### src/rtl/reg_bank_arb_pkg.sv
// Shared defaults and enums for the two-requester register bank arbiter.
package reg_bank_arb_pkg;

  localparam int DEFAULT_WIDTH  = 16;
  localparam int DEFAULT_DEPTH  = 8;
  localparam int DEFAULT_ADDR_W = 3;

  typedef enum logic {
    REQ_A = 1'b0,
    REQ_B = 1'b1
  } req_id_e;

  typedef enum logic [1:0] {
    IDLE   = 2'd0,
    LOCK_A = 2'd1,
    LOCK_B = 2'd2
  } lock_state_e;

endpackage

### src/rtl/reg_bank.sv
// DEPTH x WIDTH load-enabled register bank: one write port and one
// combinational read port, cleared asynchronously on rst_ni low.
module reg_bank
  import reg_bank_arb_pkg::*;
#(
  parameter int WIDTH  = DEFAULT_WIDTH,
  parameter int DEPTH  = DEFAULT_DEPTH,
  parameter int ADDR_W = DEFAULT_ADDR_W
) (
  input  logic              clk_i,
  input  logic              rst_ni,
  input  logic              we_i,
  input  logic [ADDR_W-1:0] waddr_i,
  input  logic [WIDTH-1:0]  wdata_i,
  input  logic [ADDR_W-1:0] raddr_i,
  output logic [WIDTH-1:0]  rdata_o
);

  logic [WIDTH-1:0] memQ [DEPTH];

  always_ff @(posedge clk_i or negedge rst_ni) begin
    if (!rst_ni) begin
      for (int i = 0; i < DEPTH; i++) begin
        memQ[i] <= '0;
      end
    end else if (we_i) begin
      memQ[waddr_i] <= wdata_i;
    end
  end

  assign rdata_o = memQ[raddr_i];

endmodule

### src/rtl/reg_bank_arbiter.sv
// Round-robin arbiter sharing one reg_bank between requesters A and B.
// Define REG_BANK_ARB_LOCK_EN to add A_LOCK/B_LOCK and the lock FSM.
module reg_bank_arbiter
  import reg_bank_arb_pkg::*;
#(
  parameter int WIDTH  = DEFAULT_WIDTH,
  parameter int DEPTH  = DEFAULT_DEPTH,
  parameter int ADDR_W = DEFAULT_ADDR_W
) (
  input  logic              CLK,
  input  logic              RSTn,
  input  logic              A_VALID,
  input  logic              A_WE,
  input  logic [ADDR_W-1:0] A_ADDR,
  input  logic [WIDTH-1:0]  A_WDATA,
  output logic              A_READY,
  output logic              A_RSP_VALID,
  output logic [WIDTH-1:0]  A_RDATA,
  input  logic              B_VALID,
  input  logic              B_WE,
  input  logic [ADDR_W-1:0] B_ADDR,
  input  logic [WIDTH-1:0]  B_WDATA,
  output logic              B_READY,
  output logic              B_RSP_VALID,
  output logic [WIDTH-1:0]  B_RDATA,
`ifdef REG_BANK_ARB_LOCK_EN
  input  logic              A_LOCK,
  input  logic              B_LOCK,
`endif
  output logic              BUSY
);

  req_id_e           ptrQ, ptrD;
  logic              grantA, grantB;
  logic              lockedA, lockedB;
  logic              bankWe;
  logic [ADDR_W-1:0] bankAddr;
  logic [WIDTH-1:0]  bankWdata, bankRdata;
  logic              aRspValidQ, bRspValidQ;
  logic [WIDTH-1:0]  aRdataQ, bRdataQ;

`ifdef REG_BANK_ARB_LOCK_EN
  lock_state_e lockQ, lockD;

  always_ff @(posedge CLK or negedge RSTn) begin
    if (!RSTn) lockQ <= IDLE;
    else       lockQ <= lockD;
  end

  // A lock is taken on a granted locked request and dropped by the owner's
  // first granted unlocked request; an idle owner keeps the lock.
  always_comb begin
    lockD = lockQ;
    case (lockQ)
      IDLE: begin
        if (grantA && A_LOCK)      lockD = LOCK_A;
        else if (grantB && B_LOCK) lockD = LOCK_B;
      end
      LOCK_A:  if (grantA && !A_LOCK) lockD = IDLE;
      LOCK_B:  if (grantB && !B_LOCK) lockD = IDLE;
      default: lockD = IDLE;
    endcase
  end

  assign lockedA = (lockQ == LOCK_A);
  assign lockedB = (lockQ == LOCK_B);
`else
  assign lockedA = 1'b0;
  assign lockedB = 1'b0;
`endif

  assign grantA = A_VALID & (lockedA | (~lockedB & (~B_VALID | (ptrQ == REQ_A))));
  assign grantB = B_VALID & (lockedB | (~lockedA & (~A_VALID | (ptrQ == REQ_B))));

  assign A_READY = grantA;
  assign B_READY = grantB;
  assign BUSY    = grantA | grantB;

  // The pointer names the loser of the last grant and freezes under a lock.
  always_comb begin
    ptrD = ptrQ;
    if (!(lockedA || lockedB)) begin
      if (grantA)      ptrD = REQ_B;
      else if (grantB) ptrD = REQ_A;
    end
  end

  assign bankWe    = (grantA & A_WE) | (grantB & B_WE);
  assign bankAddr  = grantB ? B_ADDR  : A_ADDR;
  assign bankWdata = grantB ? B_WDATA : A_WDATA;

  reg_bank #(
    .WIDTH  (WIDTH),
    .DEPTH  (DEPTH),
    .ADDR_W (ADDR_W)
  ) u_bank (
    .clk_i   (CLK),
    .rst_ni  (RSTn),
    .we_i    (bankWe),
    .waddr_i (bankAddr),
    .wdata_i (bankWdata),
    .raddr_i (bankAddr),
    .rdata_o (bankRdata)
  );

  always_ff @(posedge CLK or negedge RSTn) begin
    if (!RSTn) begin
      ptrQ       <= REQ_A;
      aRspValidQ <= 1'b0;
      bRspValidQ <= 1'b0;
      aRdataQ    <= '0;
      bRdataQ    <= '0;
    end else begin
      ptrQ       <= ptrD;
      aRspValidQ <= grantA & ~A_WE;
      bRspValidQ <= grantB & ~B_WE;
      if (grantA && !A_WE) aRdataQ <= bankRdata;
      if (grantB && !B_WE) bRdataQ <= bankRdata;
    end
  end

  assign A_RSP_VALID = aRspValidQ;
  assign A_RDATA     = aRdataQ;
  assign B_RSP_VALID = bRspValidQ;
  assign B_RDATA     = bRdataQ;

endmodule

### config.mk
export PLATFORM = sky130hd
export DESIGN_NAME = reg_bank_arbiter
export DESIGN_NICKNAME = d
export VERILOG_FILES = /design/src/rtl/reg_bank_arb_pkg.sv /design/src/rtl/reg_bank.sv /design/src/rtl/reg_bank_arbiter.sv
export SDC_FILE = /design/constraint.sdc
export NUM_CORES = 1
export LEC_CHECK = 0
export ABC_CLOCK_PERIOD_IN_PS = 3100
export BUFFER_PORTS_ARGS = -buffer_cell sky130_fd_sc_hd__buf_2
export CAP_MARGIN = 20
export CORE_AREA = 4 4 128 130
export CTS_BUF_LIST = sky130_fd_sc_hd__clkbuf_8
export CTS_CLUSTER_DIAMETER = 50
export DETAILED_ROUTE_END_ITERATION = 16
export DIE_AREA = 0 0 132 134
export HOLD_SLACK_MARGIN = 0.03
export PLACE_DENSITY = 0.69
export SETUP_SLACK_MARGIN = 0.1
export SYNTH_ARGS = -nofsm -noshare
export SYNTH_HDL_FRONTEND = slang
export SYNTH_HIERARCHICAL = 1
export SYNTH_SLANG_ARGS = --single-unit
### constraint.sdc
create_clock -name CLK -period 3.1 [get_ports CLK]
set_input_delay 0.31 -clock CLK [delete_from_list [all_inputs] [get_ports CLK]]
set_output_delay 0.31 -clock CLK [all_outputs]
set_load 0.03 [all_outputs]
==> results.sh, run 1 <==
export IMPL_viasPerCell=5.64
export IMPL_run_status="finished clean"
export IMPL_relSlewSlack_pct=46.0
export IMPL_cts_buffers=17
export IMPL_fin_worst_skew_ns=0.00983
export IMPL_fp_dieW_um=132
export IMPL_layout_drive_gt1_share_pct=63.6
export IMPL_period_share_pct=94.2
export IMPL_grtUsageTotal_pct=18.8
export IMPL_fmaxAchievable_mhz=342
export IMPL_grt_antenna_before_repair=0
export IMPL_dpl_hpwl_um=10800
export IMPL_worst_pin_slew_ns=0.808
export IMPL_r2r_setup_slack_ns=0.18
export IMPL_synth_main_ff_cell="dfrtp_1"
export IMPL_row_count=45
export IMPL_dp_cells=699
export IMPL_vdd_drop_max_mv=0.330
export IMPL_n_antenna_cell=0
export IMPL_min_period_ns=2.92
export IMPL_hp_start="B_VALID"
export IMPL_fp_coreArea_sq_um=15100
export IMPL_cp_max_fo=16
export IMPL_initial_core_util_pct=49.7
export IMPL_vias=4130
export IMPL_nNetsFinal=575
export IMPL_rr_endpoint="u_bank/memQ[38]"
export IMPL_nFillCells=1238
export IMPL_whs_path_depth=2
export IMPL_reg2reg_from="ptrQ"
export IMPL_critical_path_class="flip-flop to flip-flop"
export IMPL_cts_tree="yes"
export IMPL_place_gp_congestion=0.752
export IMPL_syn_inst=438
export IMPL_p_per_area_nw_per_um2=860
export IMPL_worst_setup_path_start_kind="flip-flop"
export IMPL_grt_pass1_vias=4466
export IMPL_clock_sinks=163
export IMPL_async_reset_ff_share_pct=100
export IMPL_path_clk_slew_ns=0.08
export IMPL_fin_cells=732
export IMPL_yosysSeqAreaShare_pct=54.2
export IMPL_yosysWarnings=6
export IMPL_drtPass1Iterations=4
export IMPL_portBuffers=80
export IMPL_yosysTopAreaCell="dfrtp_1"
export IMPL_clock_latency_ns=0.45
export IMPL_synth_most_common_cell="mux2_2"
export IMPL_grt_overflow_total=0
export IMPL_hold_class="input port to flip-flop"
export IMPL_area_growth_pct=14.7
export IMPL_max_cap_viol_count=0
export IMPL_postRouteAntennaNets=0
export IMPL_syn_num_nets=482
export IMPL_crit_path_end_kind="flip-flop"
export IMPL_clk_root_buffer_cell="clkbuf_8"
export IMPL_cp_arrival_ns=3.25
export IMPL_cts_max_level=4
export IMPL_drv_slew=0
export IMPL_synth_commonest_cells="186 x mux2_2, 163 x dfrtp_1, 28 x mux4_1, 10 x buf_2"
export IMPL_cts_buffer_depth=2
export IMPL_io_pins=81
export IMPL_drt_total_wl_um=15600
export IMPL_synth_distinct_cells=26
export IMPL_wl_per_cell_um=21.3
export IMPL_min_to="ptrQ"
export IMPL_remaining_drc_errors=0
export IMPL_synth_edf_count=0
export IMPL_die_area_sq_um=17700
export IMPL_dr_first_iter_drc_count=179
export IMPL_grt_pass1_wl_um=25500
export IMPL_avgSynthCellArea_sq_um=17.2
export IMPL_grt_max_degree=81
export IMPL_syn_cell_area_sq_um=7530
export IMPL_postCtsSetupBuffers=0
export IMPL_ys_top_cells_by_area="dfrtp_1 54%, mux2_2 28%, mux4_1 9.8%"
export IMPL_required_ns=3.43
export IMPL_report_final_setup_viol=0
export IMPL_rsz0062_at_grt="true"
export IMPL_die_h_um=134
export IMPL_reg2reg_depth=7
export IMPL_hold_viol_final=0
export IMPL_yosys_area_top_type_share_pct=54.2
export IMPL_tns_ns=0
export IMPL_synth_seq_cells=163
export IMPL_p_leak_nw=3.95
## worst max-delay path by stage
| stage | cells past startpoint | to | startpoint | slack [ns] |
|---|---|---|---|---|
| floorplan | 9 | B_RDATA[7] | ptrQ | 0.56 |
| global placement | 7 | u_bank/memQ[72] | ptrQ | 0.27 |
| detailed placement | 7 | u_bank/memQ[65] | ptrQ | 0.14 |
| CTS | 7 | u_bank/memQ[65] | ptrQ | 0.12 |
| global route | 8 | u_bank/memQ[14] | ptrQ | 0.02 |
| finish | 7 | u_bank/memQ[38] | ptrQ | 0.18 |
## critical path, cell delays in order, from the launching register on
cell and delay [ns]:
dfrtp_1 0.42, nand2b_1 0.18, nand2_1 0.19, buf_4 0.25
inv_2 0.07, a22o_1 0.42, nand4b_2 0.72, mux2_2 0.54
## flip-flops by register name (all words and copies together) (netlist names)
register / flops
B_RSP_VALID: 1
A_RSP_VALID: 1
ptrQ: 1
u_bank/memQ: 128
B_RDATA: 16
A_RDATA: 16
## routing by layer
layer | track usage, % | wire (um) | up-vias
met4 | 5.60 | 202 | 0
met1 | 25.7 | 7290 | 2188
met5 | 0 | 0 | -
li1 | - | - | 1856
met2 | 30.4 | 7650 | 72
met3 | 4.13 | 454 | 14
## report_power, final
| part | switching (mW) | internal (mW) | leakage, nW |
|---|---|---|---|
| Combinational | 1.12 | 1.34 | 1.78 |
| Clock | 0.785 | 0.722 | 0.189 |
| Sequential | 0.433 | 3.03 | 1.98 |
| Total | 2.34 | 5.09 | 3.95 |
## through the flow
| stage | instance area [sq um] | util [%] | total power, mW | hold WS [ns] | setup slack, ns |
|---|---|---|---|---|---|
| 6_report | 8640 | 57.0 | 7.43 | 0.124 | 0.180 |
| 5_1_grt | 8640 | 57.0 | 7.87 | 0.100 | 0.0210 |
| 4_1_cts | 8630 | 57.0 | 7.50 | 0.0832 | 0.121 |
| 3_5_place_dp | 8230 | 54.3 | 5.98 | 0.398 | 0.137 |
| 3_3_place_gp | 8230 | 54.3 | 5.84 | 0.393 | 0.267 |
| 2_1_floorplan | 7530 | - | 5.24 | 0.0144 | 0.561 |
## cell type report
cell class	instances	area (sq um)	area share [%]
clock inverters	15	158	1.83
clock buffers	17	234	2.71
inverters	2	7.51	0.0869
repair buffers	103	632	7.32
well taps	188	235	2.72
multi-input cells	244	3290	38.1
flip-flops and latches	163	4080	47.2
## layout by cell type, fill, tap and decap left out, drive strengths merged
cell / n
or2: 1
inv: 6
nand4: 1
nand3b: 1
nor2b: 1
nor4bb: 3
buf: 102
a22o: 1
clkbuf: 17
dfrtp: 163
nor2: 1
nand4b: 3
nor4b: 1
clkinvlp: 4
nand2: 1
mux4: 32
dlygate4sd3: 1
bufinv: 2
a21boi: 1
nand2b: 1
mux2: 195
clkinv: 5
a21oi: 1
## cell families after synthesis
logic type	share of synthesized area, %
flops	54.2
buf+inv	2.87
mux	40.6
compound gates	0.332
simple gates	2.08
## repair_timing
action	4_1_cts	5_1_grt
hold buffers	1	0
hold endpoints to repair	77	0
resized for setup	0	1
endpoints found under the setup margin	0	47
No activity file was read; power rests on OpenSTA's default activity.
==> run 2: changes to the inputs <==
CORE_AREA = 4 4 143 145   (was 4 4 128 130)
DIE_AREA = 0 0 147 149   (was 0 0 132 134)
PLACE_DENSITY = unset   (was 0.69)
==> run 2 against run 1 <==
Effect of this change:
- routed wire length up 3.9%
- critical endpoint is now A_RDATA[10]
- clock power about the same
- register-to-register slack better by 0.12 ns
- worst hold slack worse by 0.013 ns
- sequential power about the same
- worst setup slack better by 0.12 ns
- sequential cell count unchanged
- non-clock buffer count up 4
- cell area up 1.2%
- die area up 24%
- cell count up 11%
==> results.sh, run 2 (synthesized netlist as in run 1, its figures left out) <==
export IMPL_place_gp_congestion=0.734
export IMPL_min_period_ns=2.80
export IMPL_nNetsFinal=579
export IMPL_grt_overflow_total=0
export IMPL_rsz0062_at_grt="false"
export IMPL_fin_cells=813
export IMPL_die_h_um=149
export IMPL_grt_antenna_before_repair=0
export IMPL_dpl_hpwl_um=11400
export IMPL_grt_pass1_vias=4489
export IMPL_postRouteAntennaNets=0
export IMPL_layout_drive_gt1_share_pct=63.1
export IMPL_critical_path_cell_chain="nand2b_1 > nand2_1 > mux2_2 > buf_12 > mux4_1 > mux2_2 > mux2_2"
export IMPL_run_status="finished clean"
export IMPL_area_growth_pct=16.0
export IMPL_cts_buffer_depth=2
export IMPL_wl_per_cell_um=19.9
export IMPL_cts_max_level=4
export IMPL_cp_common_cell="mux2_2"
export IMPL_cts_buffers=17
export IMPL_report_final_setup_viol=0
export IMPL_drt_total_wl_um=16200
export IMPL_relSlewSlack_pct=45.3
export IMPL_largest_reg_flops=128
export IMPL_dp_cells=780
export IMPL_path_buf_inv=1
export IMPL_n_antenna_cell=0
export IMPL_dr_first_iter_drc_count=261
export IMPL_viasPerCell=5.16
export IMPL_cts_tree="yes"
export IMPL_tns_ns=0
export IMPL_pre_cts_slack_ns=0.325
export IMPL_hold_class="input port to flip-flop"
export IMPL_critical_path_class="flip-flop to flip-flop"
export IMPL_vdd_drop_max_mv=0.235
export IMPL_final_cell_mix="186 x mux2_2, 163 x dfrtp_1, 79 x buf_2, 28 x mux4_1, 23 x buf_4"
export IMPL_drtPass1Iterations=4
export IMPL_grt_pass1_wl_um=25900
export IMPL_dpl_cell_area_sq_um=8340
export IMPL_cp_max_fo=28
export IMPL_period_share_pct=90.2
export IMPL_fin_worst_skew_ns=0.0129
export IMPL_row_count=51
export IMPL_regMostFlops="u_bank/memQ"
export IMPL_crit_path_end_kind="flip-flop"
export IMPL_required_ns=3.43
export IMPL_slowest_delay_ns=0.60
export IMPL_cp_arrival_ns=3.13
export IMPL_crit_slowest_cell="mux4_1"
export IMPL_finalHoldWorstSlack_ns=0.111
export IMPL_remaining_drc_errors=0
export IMPL_worst_setup_path_start_kind="flip-flop"
export IMPL_p_per_area_nw_per_um2=848
export IMPL_fmaxAchievable_mhz=358
export IMPL_vias=4197
export IMPL_initial_core_util_pct=39.2
export IMPL_grtUsageTotal_pct=15.4
export IMPL_fp_coreArea_sq_um=19200
export IMPL_fp_dieW_um=147
export IMPL_portBuffers=80
export IMPL_grt_max_degree=89
export IMPL_hold_viol_final=0
export IMPL_p_leak_nw=3.98
export IMPL_max_cap_viol_count=0
export IMPL_crit_family="multiplexers"
export IMPL_clk_root_buffer_cell="clkbuf_8"
export IMPL_drv_slew=0
export IMPL_path_clk_slew_ns=0.08
export IMPL_finalWorstSetupSlack_ns=0.303
export IMPL_worst_pin_slew_ns=0.820
export IMPL_clock_sinks=163
export IMPL_postLayoutCellArea_sq_um=8740
export IMPL_final_common_cell="mux2_2"
export IMPL_clock_latency_ns=0.45
export IMPL_die_area_sq_um=21900
export IMPL_io_pins=81
[run 2: through the flow]
step,total power [mW],util [%]
finish,7.41,45.5
global route,7.85,45.5
CTS,7.50,45.5
detailed placement,5.98,43.4
global placement,5.85,43.4
floorplan,5.24,-
[run 2: per-layer routing]
metal | share of wire [%] | GRT usage, %
met5 | 0 | 0
met2 | 50 | 25.6
met4 | 1.2 | 4.19
met3 | 3.2 | 3.34
met1 | 46 | 20.6
[run 2: worst paths after layout]
kind                                       from  depth (start not counted)  slack [ns]               to
min in group asynchronous                  RSTn                          2        0.50  u_bank/memQ[82]
worst min-delay path                    B_VALID                          2        0.11             ptrQ
worst min register to register  u_bank/memQ[91]                          1        0.50  u_bank/memQ[91]
worst max-delay path                       ptrQ                          7        0.30      A_RDATA[10]
max in group asynchronous                  RSTn                          3        1.72   u_bank/memQ[3]
worst max register to register             ptrQ                          7        0.30      A_RDATA[10]
[run 2: timing repair]
item,in CTS,in global routing
setup buffers,0,0
gates resized for setup,0,0
endpoints found under the hold margin,86,0
hold buffers,1,0
[run 2: worst register-to-register path, delay by kind of cell, from the launching register on]
kind	cells	cell delay (ns)
simple gates	2	0.54
mux	4	1.49
buf+inv	1	0.24
flops	1	0.42
[run 2: report_power, final]
part | switching, mW | internal [mW]
combinational | 1.11 | 1.33
sequential | 0.437 | 3.03
clock | 0.738 | 0.768
total | 2.29 | 5.13
[run 2: cell type report]
cell class	instances	area, sq um
Fill cell	1701	10500
Inverter	2	7.51
Tap cell	265	332
Clock inverter	12	116
Clock buffer	20	275
Sequential cell	163	4080
Multi-Input combinational cell	244	3280
Timing Repair Buffer	107	649
